--- config.mk ---
export PLATFORM = sky130hd
export DESIGN_NAME = modmul_rr_scheduler
export DESIGN_NICKNAME = d
export VERILOG_FILES = /design/src/rtl/modmul_rr_scheduler.sv
export SDC_FILE = /design/constraint.sdc
export NUM_CORES = 1
export LEC_CHECK = 0
export CORE_UTILIZATION = 23
export CTS_CLUSTER_DIAMETER = 60
export DETAILED_ROUTE_END_ITERATION = 8
export GPL_ROUTABILITY_DRIVEN = 0
export PLACE_DENSITY = 0.64
export SYNTH_ARGS = -nofsm -noshare
export SYNTH_HDL_FRONTEND = slang
export SYNTH_SLANG_ARGS = --single-unit
--- constraint.sdc ---
create_clock -name clk -period 3.1 [get_ports clk]
set_input_delay 0.62 -clock clk [delete_from_list [all_inputs] [get_ports clk]]
set_output_delay 0.62 -clock clk [all_outputs]
set_load 0.02 [all_outputs]
--- src/rtl/modmul_rr_scheduler.sv ---
// modmul_rr_scheduler: round-robin front end sharing one pipelined modular multiplier
// between NUM_REQ requesters; a tag pipe returns each product with its owner's ID.
module modmul_rr_scheduler #(
    parameter int NUM_REQ = 4,
    parameter int DW = 12,
    parameter int LAT = 6,
    parameter int IDW = $clog2(NUM_REQ),
    localparam int CW = $clog2(LAT + 1)
) (
    input  logic                  clk,
    input  logic                  rst,
    input  logic [NUM_REQ-1:0]    req_valid,
    input  logic [NUM_REQ*DW-1:0] req_a,
    input  logic [NUM_REQ*DW-1:0] req_b,
    output logic [NUM_REQ-1:0]    req_ready,
    input  logic                  hold,
    output logic [DW-1:0]         mul_a,
    output logic [DW-1:0]         mul_b,
    input  logic [DW-1:0]         mul_p,
    output logic                  rsp_valid,
    output logic [IDW-1:0]        rsp_id,
    output logic [DW-1:0]         rsp_data,
    output logic [CW-1:0]         inflight,
    output logic                  idle
);

    logic [IDW-1:0]          rr_ptr;
    logic                    grant;
    logic [IDW-1:0]          gnt_id;
    logic [IDW:0]            cand;
    logic [LAT-1:0]          tag_v;
    logic [LAT-1:0][IDW-1:0] tag_id;

    // Scan lanes starting at rr_ptr, wrapping modulo NUM_REQ; first valid lane wins.
    always_comb begin
        grant = 1'b0;
        gnt_id = '0;
        cand = '0;
        for (int j = 0; j < NUM_REQ; j++) begin
            cand = {1'b0, rr_ptr} + (IDW + 1)'(j);
            if (cand >= (IDW + 1)'(NUM_REQ)) cand = cand - (IDW + 1)'(NUM_REQ);
            if (!grant && !hold && req_valid[cand[IDW-1:0]]) begin
                grant = 1'b1;
                gnt_id = cand[IDW-1:0];
            end
        end
    end

    assign req_ready = grant ? (NUM_REQ'(1) << gnt_id) : '0;
    assign mul_a     = grant ? req_a[gnt_id*DW +: DW] : '0;
    assign mul_b     = grant ? req_b[gnt_id*DW +: DW] : '0;

    // The multiplier never stalls, so the tag pipe shifts every cycle.
    always_ff @(posedge clk or posedge rst) begin
        if (rst) begin
            rr_ptr   <= '0;
            tag_v    <= '0;
            tag_id   <= '0;
            inflight <= '0;
        end else begin
            if (grant) rr_ptr <= (gnt_id == IDW'(NUM_REQ - 1)) ? '0 : gnt_id + IDW'(1);
            tag_v    <= {tag_v[LAT-2:0], grant};
            tag_id   <= {tag_id[LAT-2:0], gnt_id};
            inflight <= inflight + CW'(grant) - CW'(rsp_valid);
        end
    end

    assign rsp_valid = tag_v[LAT-1];
    assign rsp_id    = tag_id[LAT-1];
    assign rsp_data  = mul_p;
    assign idle      = (inflight == '0);

endmodule
---- Yosys cells after proc, flatten, opt, wreduce, memory -nomap -nowiden ----
Index checks and enable logic that the tools add are counted.
storage, ports and cells
  input port bits ......................... 115
  word-level logic and storage cells ...... 68
  output and inout bits ................... 47
  flip-flop bits (word level) ............. 23
cells by class
  add/subtract/negate cells ............... 10
  reduce and logical (&&, ||, !) cells .... 12
  order comparisons ....................... 8
  $mul .................................... 1
  shift operators ......................... 3
  multiplexer cells ....................... 24
  equality and inequality tests ........... 1
operators by type and width
  kind                 count
  $shiftx 48x7->12     2
  $mux 12              2
  $mux 2               9
  $lt 2x3->1 const B   4
  $ge 3x3->1 const B   3
  $bmux 1 s2           4
  $mux 1               8
  $sub 2x1->2 const B  4
  $logic_and 1x1->1    7
  $add 2x2->3 const B  2
  $logic_not 1->1      4
  $mul 2x2->4 const B  1
  $mux 4               1
  $shl 1x2->4 const A  1
  $add 2x1->3 const B  1
  $add 3x1->3          1
  $ge 2x3->1 const B   1
  $logic_not 3->1      1
  $sub 3x1->3          1
  $add 2x1->2 const B  1
  $eq 2x2->1 const B   1

---- Longest topological paths before layout ----
  depth in word-level cells ............... 21
  gate-level depth with buffers ........... 13
  mapped depth without buffers ............ 11

---- Worst setup path after synthesis ----
No wires, ideal clock.
  path kind ............................... input-to-output
  from .................................... input port req_valid[0]
  to ...................................... output port req_ready[3]
  slack ................................... 0.224 ns
  buffers on the path ..................... 3
  stages .................................. 10
  required time ........................... 2.480 ns
  data arrival time ....................... 2.256 ns
  path through ............................ buf_2 -> nor4b_1 -> a31oi_1 -> a311o_1 -> a22o_1 -> buf_6 -> buf_12 -> inv_2 -> ha_1 -> and2_1
on the way
  cells in the longest elaborated chain, start to end .. 18
  elaborated cells on any way between the ends .. 28
  those cells by class .................... 1 x shift; 17 x mux; 10 x reduce/logical
ends and longest elaborated chain
  element                          RTL line  source
  start, declared                  12        input logic [NUM_REQ-1:0] req_valid,
  $bmux 1 s2                       42        if (!grant && !hold && req_valid[cand[IDW-1:0]]) begin
  $mux 1 (implied by the code)     42
  $logic_and 1x1->1                42
  $mux 1                           42
  $logic_not 1->1                  42
  $logic_and 1x1->1 (2 in series)  42
  $mux 1                           42
  $logic_not 1->1                  42
  $logic_and 1x1->1 (2 in series)  42
  $mux 1                           42
  $logic_not 1->1                  42
  $logic_and 1x1->1 (2 in series)  42
  $mux 2 *                         42
  net gnt_id[1]                    29        logic [IDW-1:0] gnt_id;
  $shl 1x2->4 *                    49        assign req_ready = grant ? (NUM_REQ'(1) << gnt_id) : '0;
  $mux 4 *                         49
  end, declared                    15        output logic [NUM_REQ-1:0] req_ready,
Mark *: on every way through the listed nets, which the timed path passes. The rest lies on a longest branch. The select of a mux whose other input is x is not followed.

---- Worst setup path in the final report ----
  from .................................... register rr_ptr[1]
  to ...................................... output port mul_a[2]
on the way
  cells in the longest elaborated chain, start to end .. 21
  elaborated cells on any way between the ends .. 44
  those cells by class .................... 7 x add/sub; 1 x mul; 4 x order compare; 1 x shift; 21 x mux; 10 x reduce/logical
ends and longest elaborated chain
  element                                           RTL line  source
  start, declared                                   27        logic [IDW-1:0] rr_ptr;
  start signal, assigned                            61        if (grant) rr_ptr <= (gnt_id == IDW'(NUM_REQ - 1)) ? '0 : gnt_id + IDW'(1);
  $ge 2x3->1 / $sub 2x1->2 (equally long branches)  41        if (cand >= (IDW + 1)'(NUM_REQ)) cand = cand - (IDW + 1)'(NUM_REQ);
  $mux 2                                            41
  $bmux 1 s2                                        42
  $mux 1 (implied by the code)                      42
  $logic_and 1x1->1                                 42
  $mux 1                                            42
  $logic_not 1->1                                   42
  $logic_and 1x1->1 (2 in series)                   42
  [2 not listed]                                    --
  $logic_and 1x1->1 (2 in series)                   42
  $mux 1                                            42
  $logic_not 1->1                                   42
  $logic_and 1x1->1 (2 in series)                   42
  $mux 2                                            42
  $mul 2x2->4                                       50        assign mul_a = grant ? req_a[gnt_id*DW +: DW] : '0;
  $shiftx 48x7->12                                  50
  $mux 12 *                                         50
  end, declared                                     17        output logic [DW-1:0] mul_a,
Mark *: on every way between the ends. The rest lies on a longest branch, timed or not. The select of a mux whose other input is x is not followed.

==> metrics <==
outcome complete, no violations; global-route wire length before repair 10000 um; most frequent cells in the layout 104 x clkdlybuf4s50_1, 34 x mux2i_1, 25 x buf_4; crit-path cells buf_4 -> mux2i_4 -> o22ai_2 -> a211o_4 -> buf_4 -> buf_16 -> mux2i_1 -> o22ai_1 -> buf_4; Fillers 803; number of vias per cell 4.59; row count 34; final period utilization 0.979; Synth Net Count 310; CP Launch Type flip-flop; Max stage delay on crit path 0.43 ns; placed insts 427; drt wl/cell 15.0 um; CTS tree done; H-tree depth 1; post-synth top area share 0.277; synth warn 0; Synth Instances 188; Worst Path Required 2.48 ns; Worst Hold Class reg2reg; P per Cell Area 797 nW/um2; IO Pins 162; DRT antenna net count 0; commonest non-fill, non-tap cell in the layout clkdlybuf4s50_1; layout net count 457; crit path buf inv count 4; Final Non-Filler Cells 442; clk root buf clkbuf_8; Sum Neg Setup Slack 0 ns; post-synthesis sequential area ratio 0.277; Final Hold Fails 0; final setup violation count 0; Syn-to-layout area delta 89.9%; router iterations before antenna repair 3; global route total overflow 0; Worst-Skew Late Latency 0.26 ns; max-slew violation total from the final report 0; final setup margin 0.0663 ns; Synth area leaders dfrtp_1 28%, mux2i_1 25%, o22ai_2 11%; Slowest-stage cell, CP dfrtp_2; CP arrival 2.41 ns; Die Span Y 97.1 um; core area 8720 um2; Yosys reg bits 23; Longest Clk Path Bufs 2; clock slew at reported path FFs 0.07 ns; mapped cell area 2080 um2; CP max FO 12; initial antenna violation count 0; Yosys cell types 41; full die area 9420 um2; EDFF count, synth 0; Place WS -0.689 ns; GR Util All Layers 0.129; DRT Wirelength 6650 um; Max Freq 330 MHz; initial DRC count 52; Die W 97.1 um; relative slew slack 0.448; DRC violations left 0; Detail Placement HPWL 4980 um; Mapped Avg Cell Area 11.1 um2; hold buffer count at cts 0; Vias 2030; number of global-route vias before repair 2197; critical path class reg2out; min Tclk post-route 3.03 ns; worst-margin pin slew 0.827 ns; Clock Skew 0.000680 ns; Synth area leader dfrtp_1; Core Util, Final 0.453; delay-heaviest family, CP compound AO/OA/AOI/OAI gates; cts bufs inserted 3; fraction of registers with async set/reset 1.00; predominant post-synthesis flop cell dfrtp_1; Starting Density 0.238; share of cells above drive strength 1 0.362; MaxCap Viol Count 0; pin count of the biggest net entering global routing 25; clock sink total 23; ANT cells 0; Max VDD drop 0.421 mV; Setup crit end kind output pin; Worst Hold Slack 0.350 ns; Lkg Pwr 1.62 nW; crit-path most repeated cell buf_4; PortBufs 137
-- metrics by stage --
stage,power (mW),instance area (um2)
2_1_floorplan,1.86,2080
4_1_cts,2.97,3760
3_3_place_gp,2.55,3520
3_5_place_dp,2.57,3520
5_1_grt,3.34,3950
6_report,3.14,3950
-- where the power goes --
part	internal [mW]	leakage, nW	switching (mW)
logic	1.33	1.32	1.15
registers	0.426	0.278	0.0666
clock network	0.0914	0.0228	0.0842
total	1.84	1.62	1.30
-- synthesized netlist by cell type (2+ instances only) --
library cell / number
o22ai_1: 7
dfrtp_1: 23
buf_4: 14
o21ai_0: 3
mux2i_1: 52
xnor2_1: 3
o22ai_2: 18
buf_6: 9
buf_12: 2
clkbuf_4: 2
inv_1: 9
nor2_1: 2
a21oi_1: 2
buf_2: 2
nand2_1: 4
mux2_2: 2
and2_1: 4
ha_1: 6
nor2b_1: 2
-- final timing paths --
check | slack (ns) | startpoint | depth (start not counted) | endpoint
min in group asynchronous | 0.82 | rst | 2 | inflight[2]
max in group asynchronous | 1.71 | rst | 2 | rr_ptr[1]
worst min-delay path | 0.35 | tag_id[4] | 0 | tag_id[6]
worst max-delay path | 0.07 | rr_ptr[1] | 9 | mul_a[2]
worst max register to register | 0.35 | rr_ptr[1] | 13 | inflight[2]
worst min register to register | 0.35 | tag_id[4] | 0 | tag_id[6]
-- layer usage --
metal	global-route usage	part of all wire	up-vias
li1	-	-	965
met1	0.129	0.34	951
met2	0.255	0.56	102
met3	0.0410	0.080	12
met4	0.0310	0.017	0
met5	0	0	-
-- final cells by class --
type                       instances  area [um2]  area share
clock buffer                       4        45.0      0.0114
timing repair buffer             171        1720       0.436
multi-input combinational        126        1430       0.363
tap                              108         135      0.0342
inverter                          10        37.5     0.00951
sequential                        23         578       0.146
-- kinds of logic after synthesis --
kind of cell,after synthesis,share of synthesized area
muxes,56,0.278
AOI/OAI and AO/OA,39,0.177
buffers and inverters,39,0.149
DFF,23,0.277
and+or+nand+nor,21,0.0614
adders and majority gates,7,0.0458
xor gates and xnor gates,3,0.0126
-- registers in the layout (all words and copies together), names as in the netlist --
register and cells:
tag_id 10, rr_ptr 2, inflight 3, rsp_id 2, tag_v 6
-- timing repair --
action / CTS / global route
pin swaps: 5 / 5
cloned: 2 / 2
buffers inserted: 4 / 3
gates resized for setup: 178 / 34
endpoints found under the setup margin: 28 / 27
No activity file was read; power rests on OpenSTA's default activity.
